<file path="config.mk">
export PLATFORM = sky130hd
export DESIGN_NAME = ifu_fetch_unit_flat
export DESIGN_NICKNAME = d
export VERILOG_FILES = /design/src/rtl/ypc_pkg.sv /design/src/rtl/ifu_fetch_unit_if.sv /design/src/rtl/ifu_inst_fifo.sv /design/src/rtl/ifu_fetch_unit.sv /design/src/flat_wrapper.sv
export SDC_FILE = /design/constraint.sdc
export NUM_CORES = 1
export LEC_CHECK = 0
export ABC_CLOCK_PERIOD_IN_PS = 7600
export BUFFER_PORTS_ARGS = -buffer_cell sky130_fd_sc_hd__buf_4
export CORE_MARGIN = 2
export CORE_UTILIZATION = 40
export DETAILED_ROUTE_END_ITERATION = 8
export HOLD_SLACK_MARGIN = 0.15
export SLEW_MARGIN = 20
export SYNTH_ARGS = -nofsm -noshare
export SYNTH_HDL_FRONTEND = slang
export SYNTH_HIERARCHICAL = 1
export SYNTH_SLANG_ARGS = --single-unit
</file>
<file path="constraint.sdc">
create_clock -name clk -period 7.6 [get_ports clk]
set_clock_uncertainty 0.1 [all_clocks]
set_input_delay 0 -clock clk [delete_from_list [all_inputs] [get_ports clk]]
set_output_delay 0 -clock clk [all_outputs]
set_load 0.01 [all_outputs]
</file>
<file path="src/rtl/ypc_pkg.sv">
// Shared types and constants for the YPC core's fetch front end.
package ypc_pkg;

  localparam int XLEN = 32;
  localparam logic [XLEN-1:0] RESET_PC_DEFAULT = 32'h8000_0000;
  localparam logic [XLEN-1:0] INST_NOP = 32'h0000_0013;

  typedef struct packed {
    logic [XLEN-1:0] inst;
    logic [XLEN-1:0] pc;
  } fetch_entry_t;

  typedef enum logic {
    FETCH = 1'b0,
    WAIT  = 1'b1
  } ifu_state_e;

  // Instruction addresses are always word aligned; the two low bits are cleared.
  function automatic logic [XLEN-1:0] word_align(input logic [XLEN-1:0] addr);
    return addr & {{(XLEN-2){1'b1}}, 2'b00};
  endfunction

endpackage

</file>
<file path="src/rtl/ifu_fetch_unit_if.sv">
// Instruction-memory request/response port and the decode-facing
// instruction port of the fetch unit, bundled together.
interface ifu_fetch_unit_if;
  import ypc_pkg::*;

  logic            imem_req_valid;
  logic            imem_req_ready;
  logic [XLEN-1:0] imem_req_addr;
  logic            imem_rsp_valid;
  logic [XLEN-1:0] imem_rsp_data;
  logic            inst_valid;
  logic            inst_ready;
  logic [XLEN-1:0] inst;
  logic [XLEN-1:0] inst_pc;

  modport master (
    output imem_req_valid, imem_req_addr, inst_valid, inst, inst_pc,
    input  imem_req_ready, imem_rsp_valid, imem_rsp_data, inst_ready
  );

  modport slave (
    input  imem_req_valid, imem_req_addr, inst_valid, inst, inst_pc,
    output imem_req_ready, imem_rsp_valid, imem_rsp_data, inst_ready
  );

endinterface

</file>
<file path="src/rtl/ifu_inst_fifo.sv">
// Small instruction buffer between fetch and decode. Flush wins over
// push and pop; simultaneous push and pop are accepted at any fill level.
module ifu_inst_fifo
  import ypc_pkg::*;
#(
  parameter int DEPTH = 2
) (
  input  logic                         clk,
  input  logic                         reset,
  input  logic                         push,
  input  fetch_entry_t                 push_data,
  input  logic                         pop,
  input  logic                         flush,
  output logic [$clog2(DEPTH+1)-1:0]   count,
  output fetch_entry_t                 head
);

  localparam int PTR_W = (DEPTH > 1) ? $clog2(DEPTH) : 1;
  localparam int CNT_W = $clog2(DEPTH+1);

  fetch_entry_t     mem [DEPTH];
  logic [PTR_W-1:0] wr_ptr;
  logic [PTR_W-1:0] rd_ptr;
  logic             do_push;
  logic             do_pop;

  assign do_pop  = pop && (count != '0);
  assign do_push = push && ((count != CNT_W'(DEPTH)) || do_pop);
  assign head    = mem[rd_ptr];

  // Pointer and occupancy bookkeeping; a flush empties the buffer outright.
  always_ff @(posedge clk) begin
    if (reset || flush) begin
      wr_ptr <= '0;
      rd_ptr <= '0;
      count  <= '0;
    end else begin
      if (do_push) wr_ptr <= wr_ptr + PTR_W'(1);
      if (do_pop)  rd_ptr <= rd_ptr + PTR_W'(1);
      count <= count + CNT_W'(do_push) - CNT_W'(do_pop);
    end
  end

  // Entry storage; contents need no reset because occupancy guards them.
  always_ff @(posedge clk) begin
    if (do_push && !flush) mem[wr_ptr] <= push_data;
  end

endmodule

</file>
<file path="src/rtl/ifu_fetch_unit.sv">
// YPC instruction fetch stage: owns the PC, keeps at most one instruction
// memory request in flight, buffers returned words for decode and handles
// redirects and halt. Optional feature macro: IFU_ALIGN_CHECK_EN adds a
// sticky misalign output that permanently stops fetching.
module ifu_fetch_unit
  import ypc_pkg::*;
#(
  parameter logic [XLEN-1:0] RESET_PC  = RESET_PC_DEFAULT,
  parameter int              BUF_DEPTH = 2
) (
  input  logic              clk,
  input  logic              reset,
  ifu_fetch_unit_if.master  fetch_if,
  input  logic              redirect_valid,
  input  logic [XLEN-1:0]   redirect_pc,
  input  logic              halt
`ifdef IFU_ALIGN_CHECK_EN
  ,
  output logic              misalign
`endif
);

  localparam int CNT_W = $clog2(BUF_DEPTH+1);

  ifu_state_e       state;
  ifu_state_e       state_next;
  logic [XLEN-1:0]  pc;
  logic [XLEN-1:0]  pc_next;
  logic [XLEN-1:0]  req_pc;
  logic [XLEN-1:0]  req_pc_next;
  logic             drop;
  logic             drop_next;
  logic             req_valid;
  logic             push;
  logic             pop;
  logic             fetch_stop;
  logic [CNT_W-1:0] fifo_count;
  fetch_entry_t     fifo_head;
  fetch_entry_t     rsp_entry;

`ifdef IFU_ALIGN_CHECK_EN
  // A misaligned redirect target latches an error that only reset clears.
  always_ff @(posedge clk) begin
    if (reset) begin
      misalign <= 1'b0;
    end else if (redirect_valid && (redirect_pc[1:0] != 2'b00)) begin
      misalign <= 1'b1;
    end
  end

  assign fetch_stop = halt || misalign;
`else
  assign fetch_stop = halt;
`endif

  assign rsp_entry = '{inst: fetch_if.imem_rsp_data, pc: req_pc};

  ifu_inst_fifo #(
    .DEPTH(BUF_DEPTH)
  ) u_fifo (
    .clk       (clk),
    .reset     (reset),
    .push      (push),
    .push_data (rsp_entry),
    .pop       (pop),
    .flush     (redirect_valid),
    .count     (fifo_count),
    .head      (fifo_head)
  );

  assign fetch_if.inst_valid     = !reset && (fifo_count != '0);
  assign fetch_if.inst           = fifo_head.inst;
  assign fetch_if.inst_pc        = fifo_head.pc;
  assign pop                     = fetch_if.inst_valid && fetch_if.inst_ready;
  assign fetch_if.imem_req_valid = req_valid;
  assign fetch_if.imem_req_addr  = pc;

  // State, PC and drop flag registers.
  always_ff @(posedge clk) begin
    if (reset) begin
      state  <= FETCH;
      pc     <= RESET_PC;
      req_pc <= RESET_PC;
      drop   <= 1'b0;
    end else begin
      state  <= state_next;
      pc     <= pc_next;
      req_pc <= req_pc_next;
      drop   <= drop_next;
    end
  end

  // Request issue, response capture and redirect handling.
  always_comb begin
    state_next  = state;
    pc_next     = pc;
    req_pc_next = req_pc;
    drop_next   = drop;
    req_valid   = 1'b0;
    push        = 1'b0;

    case (state)
      FETCH: begin
        req_valid = !reset && !fetch_stop && !redirect_valid &&
                    (fifo_count < CNT_W'(BUF_DEPTH));
        if (req_valid && fetch_if.imem_req_ready) begin
          req_pc_next = pc;
          pc_next     = pc + 32'd4;
          state_next  = WAIT;
        end
      end
      WAIT: begin
        if (fetch_if.imem_rsp_valid) begin
          state_next = FETCH;
          if (drop) begin
            drop_next = 1'b0;
          end else begin
            push = 1'b1;
          end
        end else if (redirect_valid) begin
          drop_next = 1'b1;
        end
      end
      default: state_next = FETCH;
    endcase

    if (redirect_valid) begin
      pc_next = word_align(redirect_pc);
    end
  end

endmodule

</file>
<file path="src/flat_wrapper.sv">
// flat-port wrapper written by rule: the top's interface ports become plain ports
module ifu_fetch_unit_flat import ypc_pkg::*;
#(
  parameter logic [XLEN-1:0] RESET_PC  = RESET_PC_DEFAULT,
  parameter int              BUF_DEPTH = 2
)
  (clk, reset, redirect_valid, redirect_pc, halt, fetch_if_imem_req_valid, fetch_if_imem_req_addr, fetch_if_inst_valid, fetch_if_inst, fetch_if_inst_pc, fetch_if_imem_req_ready, fetch_if_imem_rsp_valid, fetch_if_imem_rsp_data, fetch_if_inst_ready);
  ifu_fetch_unit_if fetch_if_i ();
  input  logic clk;
  input  logic reset;
  input  logic redirect_valid;
  input  logic [XLEN-1:0] redirect_pc;
  input  logic halt;
  output wire logic [$bits(fetch_if_i.imem_req_valid)-1:0] fetch_if_imem_req_valid;
  output wire logic [$bits(fetch_if_i.imem_req_addr)-1:0] fetch_if_imem_req_addr;
  output wire logic [$bits(fetch_if_i.inst_valid)-1:0] fetch_if_inst_valid;
  output wire logic [$bits(fetch_if_i.inst)-1:0] fetch_if_inst;
  output wire logic [$bits(fetch_if_i.inst_pc)-1:0] fetch_if_inst_pc;
  input wire logic [$bits(fetch_if_i.imem_req_ready)-1:0] fetch_if_imem_req_ready;
  input wire logic [$bits(fetch_if_i.imem_rsp_valid)-1:0] fetch_if_imem_rsp_valid;
  input wire logic [$bits(fetch_if_i.imem_rsp_data)-1:0] fetch_if_imem_rsp_data;
  input wire logic [$bits(fetch_if_i.inst_ready)-1:0] fetch_if_inst_ready;
  assign fetch_if_imem_req_valid = fetch_if_i.imem_req_valid;
  assign fetch_if_imem_req_addr = fetch_if_i.imem_req_addr;
  assign fetch_if_inst_valid = fetch_if_i.inst_valid;
  assign fetch_if_inst = fetch_if_i.inst;
  assign fetch_if_inst_pc = fetch_if_i.inst_pc;
  assign fetch_if_i.imem_req_ready = fetch_if_imem_req_ready;
  assign fetch_if_i.imem_rsp_valid = fetch_if_imem_rsp_valid;
  assign fetch_if_i.imem_rsp_data = fetch_if_imem_rsp_data;
  assign fetch_if_i.inst_ready = fetch_if_inst_ready;
  ifu_fetch_unit #(.RESET_PC(RESET_PC), .BUF_DEPTH(BUF_DEPTH)) u_core (.clk(clk), .reset(reset), .fetch_if(fetch_if_i), .redirect_valid(redirect_valid), .redirect_pc(redirect_pc), .halt(halt));
endmodule
</file>
## After elaboration in Yosys (flattened, before gate mapping)

Memories as Yosys holds them, arrays and structs flattened. A register that Yosys moved wholly into a read port is not among the register bits.
Index checks and enable logic that the tools add are counted.

| word-level totals | value |
|---|---|
| register bits | 70 |
| bits in writable memories | 128 |
| input port bits | 71 |
| output and inout bits | 98 |
| logic and storage cells | 55 |
| memories kept | 1 |

Memories:

| memory | words | width | read ports | clocked after memory_dff | write ports | RTL line | source |
|---|---|---|---|---|---|---|---|
| u_core.u_fifo.mem | 2 | 64 | 1 | 1 | 1 | ifu_inst_fifo.sv:21 | `fetch_entry_t mem [DEPTH];` |

| cells by class | value |
|---|---|
| add/sub/neg operators | 5 |
| magnitude comparators | 1 |
| eq/ne operators | 2 |
| multiplexer cells | 16 |
| bitwise operators | 1 |
| reduce and logical (&&, ||, !) cells | 21 |

Operators by type and width:

| operator | number |
|---|---|
| 32-bit two-way mux | 3 |
| 32-bit by 3-bit adder with 32-bit output, second input constant | 1 |
| 1-bit two-way mux | 12 |
| 1-bit logical AND | 9 |
| 2-bit AND reduction | 3 |
| 2-bit nonzero test | 3 |
| 2-bit != test, second input constant | 2 |
| 1-bit logical NOT | 3 |
| 1-bit adder, second input constant | 2 |
| 2-bit by 1-bit adder with 2-bit output | 1 |
| 1-bit logical OR | 2 |
| 2-bit < comparator, second input constant | 1 |
| 1-bit one-hot mux with 2 select lines | 1 |
| 2-bit OR reduction | 1 |
| 2-bit by 1-bit subtractor with 2-bit output | 1 |
| 1-bit NOT | 1 |

## Longest topological paths before layout

| depth | value |
|---|---|
| word-level depth | 9 |
| gate-level depth with buffers | 10 |
| gate-level depth less buffers | 10 |

## Hierarchy

Netlist, hierarchy kept.

Modules (own cells, without submodules):

| module | instances | cells each | area an instance (µm²) | sequential area each (µm²) |
|---|---|---|---|---|
| ifu_inst_fifo | 1 | 223 | 5113.7 | 3943.8 |
| ifu_fetch_unit | 1 | 374 | 2890.3 | 1241.2 |

## Worst setup path after synthesis

No wires, ideal clock.

| timing path | value |
|---|---|
| kind | register to register |
| start point | reg u_core.u_fifo.count[0] |
| end point | mem u_core/u_fifo/mem[1][0] in the netlist's numbering, enable pin |
| library setup time | 0.579 ns |
| arrival time | 5.648 ns |
| required time | 6.921 ns |
| slack | 1.273 ns |
| stages on the path, launching flop included | 6 |
| clock period less this slack | 6.327 ns |
| cell sequence | dfxtp_1 > nor2_1 > nor2_1 > and2_1 > o31ai_4 > nor3b_1 |

| on the way | value |
|---|---|
| cells in the longest elaborated chain, start to end | 9 |

Ends and longest elaborated chain:

| element | RTL line | source |
|---|---|---|
| start: declaration | ifu_inst_fifo.sv:14 | `output logic [$clog2(DEPTH+1)-1:0] count,` |
| start signal: assignment | ifu_inst_fifo.sv:40 | `count <= count + CNT_W'(do_push) - CNT_W'(do_pop);` |
| 2-bit nonzero test | ifu_fetch_unit.sv:71 | `assign fetch_if.inst_valid = !reset && (fifo_count != '0);` |
| 1-bit logical AND | ifu_fetch_unit.sv:71 |  |
| via fetch_if_inst_valid | flat_wrapper.sv:16 | `output wire logic [$bits(fetch_if_i.inst_valid)-1:0] fetch_if_inst_valid;` |
| 1-bit logical AND | ifu_fetch_unit.sv:74 | `assign pop = fetch_if.inst_valid && fetch_if.inst_ready;` |
| via u_core.pop | ifu_fetch_unit.sv:35 | `logic pop;` |
| 1-bit logical AND | ifu_inst_fifo.sv:27 | `assign do_pop = pop && (count != '0);` |
| 1-bit logical OR | ifu_inst_fifo.sv:28 | `assign do_push = push && ((count != CNT_W'(DEPTH)) \|\| do_pop);` |
| 1-bit logical AND | ifu_inst_fifo.sv:28 |  |
| 1-bit logical AND | ifu_inst_fifo.sv:46 | `if (do_push && !flush) mem[wr_ptr] <= push_data;` |
| 1-bit two-way mux | ifu_inst_fifo.sv:46 |  |
| 1-bit two-way mux (implied by the code) | ifu_inst_fifo.sv:46 |  |
| end: declaration | ifu_inst_fifo.sv:21 |  |

The timed path passes the listed nets, and every way through them passes these cells.

## Worst setup path in the final report

| timing path | value |
|---|---|
| start point | in reset |
| end point | reg u_core.pc[8] (netlist: u_core/fetch_if.imem_req_addr[8]) |

| on the way | value |
|---|---|
| cells in the longest elaborated chain, start to end | 7 |

Ends and longest elaborated chain:

| element | RTL line | source |
|---|---|---|
| start: declaration | flat_wrapper.sv:10 | `input logic reset;` |
| 1-bit logical NOT | ifu_fetch_unit.sv:104 | `req_valid = !reset && !fetch_stop && !redirect_valid &&` |
| 1-bit logical AND (3 in series) | ifu_fetch_unit.sv:104 |  |
| 1-bit logical AND | ifu_fetch_unit.sv:106 | `if (req_valid && fetch_if.imem_req_ready) begin` |
| 2-bit nonzero test (no source line) | - |  |
| 2-bit AND reduction (no source line) | - |  |
| end signal: assignment | ifu_fetch_unit.sv:87 | `pc <= pc_next;` |
| end: declaration | ifu_fetch_unit.sv:27 | `logic [XLEN-1:0] pc;` |

Parallel ways exist; a longest one is shown, timed or not.
A chain may end at the register's enable or synchronous reset.

==> flow_metrics.tcl <==
set metrics [dict create \
    rsz0062_at_grt "false" \
    crit_chain "dlygate4sd3_1 > buf_4 > nor4_2 > nand4_1 > nor2_1 > a221oi_1 > dlygate4sd3_1 > nor2_1 > dlygate4sd3_1" \
    cts_buffers 17 \
    synth-seq-cells 195 \
    cts_root_buf "clkbuf_16" \
    die-height_um 145 \
    dpl.hpwl_um 11900 \
    synthFlopType "edfxtp_1" \
    layout_commonest_cell "buf_4" \
    yosysWarnings 6 \
    relSlewSlack 0.316 \
    grt_pass1_wl_um 30400 \
    synth-edff-count 128 \
    arrival_ns 3.85 \
    setup_violations 0 \
    cts_sinks 195 \
    drive_gt1_frac 0.320 \
    antennaDiodeCount 0 \
    cp_max_fo 66 \
    rows 51 \
    ir_worst_vdd_uv 159 \
    required_ns 7.87 \
    critPathCaptureType "register" \
    final_cell_mix "buf_4, edfxtp_1, dlygate4sd3_1" \
    first_pass_iters 5 \
    synth_top_cell_by_area "edfxtp_1" \
    htreeDepth 4 \
    syn_area_per_cell_sq_um 13.4 \
    async_flop_share 0 \
    ys_types 47 \
    synth.cell_area_sq_um 8000 \
    wire_per_inst_um 16.8 \
    yosys.area.top_type_share 0.480 \
    yosys-top-cells-area "edfxtp_1, dfxtp_1, mux2_4, nand2_1, a21oi_1" \
    coreArea_sq_um 19500 \
    tightest_slew_ns 1.02 \
    status "completed" \
    grt_overflow 0 \
    startpoint_type "input port" \
    slew_viol_final 0 \
    drc_errors 0 \
    period_minus_slack_ns 3.57 \
    p_per_area_nw_per_um2 197 \
    fp.dieW_um 145 \
    cpMostUsedCell "dlygate4sd3_1" \
    netlist_instances 597 \
    cts_buffer_depth 2 \
    clock_latency_ns 0.43 \
    postCtsSetupBuffers 0 \
    initial_core_util 0.410 \
    drt_wl_total_um 19200 \
    grt_use_total 0.181 \
    tns_ns 0 \
    antenna_found_initial 0 \
    drt_iter0_drc 361 \
    drv_cap 0 \
    grt_max_degree 67 \
    grt_pass1_vias 5860 \
    cts_tree "yes" \
    clk_pin_slew_ns 0.07 \
    fin_hold_ws_ns 0.190 \
    ioPinCount 169 \
    finalHoldViolCount 0 \
    min_path_type "input port to register" \
    place.gp.congestion 0.809 \
    leakage_nw 3.96 \
    area_growth_pct 38.5 \
    io_buffers 164 \
    clock.fmax_mhz 280 \
    critical_path_class "input port to register" \
    ys_seq_area_frac 0.648 \
    ant_nets 0 \
    routed_via_density 5.13 \
    crit_slowest_cell "nor4_2" \
    slowest_delay_ns 0.80 \
    die_area_sq_um 21200 \
    vias 5857 \
    finalCritPeriodShare 0.470 \
    nNetsFinal 937 \
]
power breakdown:
part	total [W]	internal [W]	switching, W
logic	0.000152	0.0000886	0.0000632
registers	0.00116	0.00114	0.0000217
clock network	0.000876	0.000469	0.000407
total	0.00219	0.00169	0.000492
metal layers:
metal / global-route usage / vias up / share of wire
met3: 0.0524 / 32 / 0.075
met4: 0.0632 / 0 / 0.021
li1: - / 2747 / -
met2: 0.301 / 263 / 0.48
met1: 0.228 / 2815 / 0.43
met5: 0 / - / 0
area by class of cell:
class	count	area, sq um
clock inverter	13	109
fill	1656	8440
timing repair buffer	273	2310
multi-input combinational	369	2640
sequential	195	5190
tap	265	332
inverter	7	26.3
clock buffer	19	475
cell usage after synthesis (4+ instances only):
cell / instances
nor3_1: 13
o211ai_1: 8
edfxtp_1: 128
buf_6: 7
a211oi_1: 7
nand4_1: 11
and4_1: 4
a31oi_1: 12
o21ai_0: 5
nand2_1: 88
xnor2_1: 7
a21oi_1: 56
nand3_1: 11
mux2_4: 60
or3_1: 7
nor2_1: 25
xor2_1: 4
clkbuf_1: 19
nor4_1: 5
inv_1: 5
dfxtp_1: 67
mux2_2: 7
path summary, 6_finish.rpt:
check        depth (start not counted)  slack, ns                         startpoint                                            end
min reg2reg                          0       0.36      u_core/req_pc[5]$_SDFFE_PP0P_              u_core/u_fifo/mem[0][5]$_DFFE_PP_
min                                  5       0.19                               halt                 u_core/req_pc[21]$_SDFFE_PP0P_
max                                  9       4.03                              reset  u_core/fetch_if.imem_req_addr[8]$_SDFFE_PP0P_
max reg2reg                          7       4.14  u_core/u_fifo/count[1]$_SDFF_PP0_  u_core/fetch_if.imem_req_addr[8]$_SDFFE_PP0P_
repair_timing:
item | 4_1_cts | 5_1_grt
endpoints found under the hold margin | 130 | 0
resized for setup | 0 | 0
hold buffers | 104 | 0
cell families after synthesis:
| logic type | synth area share |
|---|---|
| XOR/XNOR | 0.0120 |
| AND/OR/NAND/NOR | 0.110 |
| multiplexers | 0.125 |
| AO/OA/AOI/OAI | 0.0741 |
| adder cells (fa/ha/maj) | 0.00469 |
| buffers and inverters | 0.0258 |
| flip-flops | 0.648 |
| other | 0.000469 |
state kept, by name (all words and copies together) (netlist names), named ones only:
name	flops
u_core/u_fifo/rd_ptr	1
u_core/drop	1
u_core/u_fifo/wr_ptr	1
u_core/fetch_if.imem_req_addr	30
u_core/u_fifo/mem	128
u_core/u_fifo/count	2
u_core/state	1
u_core/req_pc	30
worst max-delay path, delay by kind of cell:
kind	cells	cell delay, ns
AND/OR/NAND/NOR	4	1.74
buffers and inverters	4	2.01
AO/OA/AOI/OAI	1	0.07
metrics by stage:
stage | std cells | worst slack, ns | power (W) | area (sq um) | utilization
2_1_floorplan | 602 | 1.27 | 0.00122 | 8020 | -
3_3_place_gp | 1005 | 4.97 | 0.00128 | 9460 | 0.484
3_5_place_dp | 1005 | 4.91 | 0.00129 | 9460 | 0.484
4_1_cts | 1141 | 4.19 | 0.00221 | 11100 | 0.568
6_report | 1141 | 4.03 | 0.00219 | 11100 | 0.568
5_1_grt | 1141 | 3.86 | 0.00227 | 11100 | 0.568
Power figures use the tool's default switching activity.
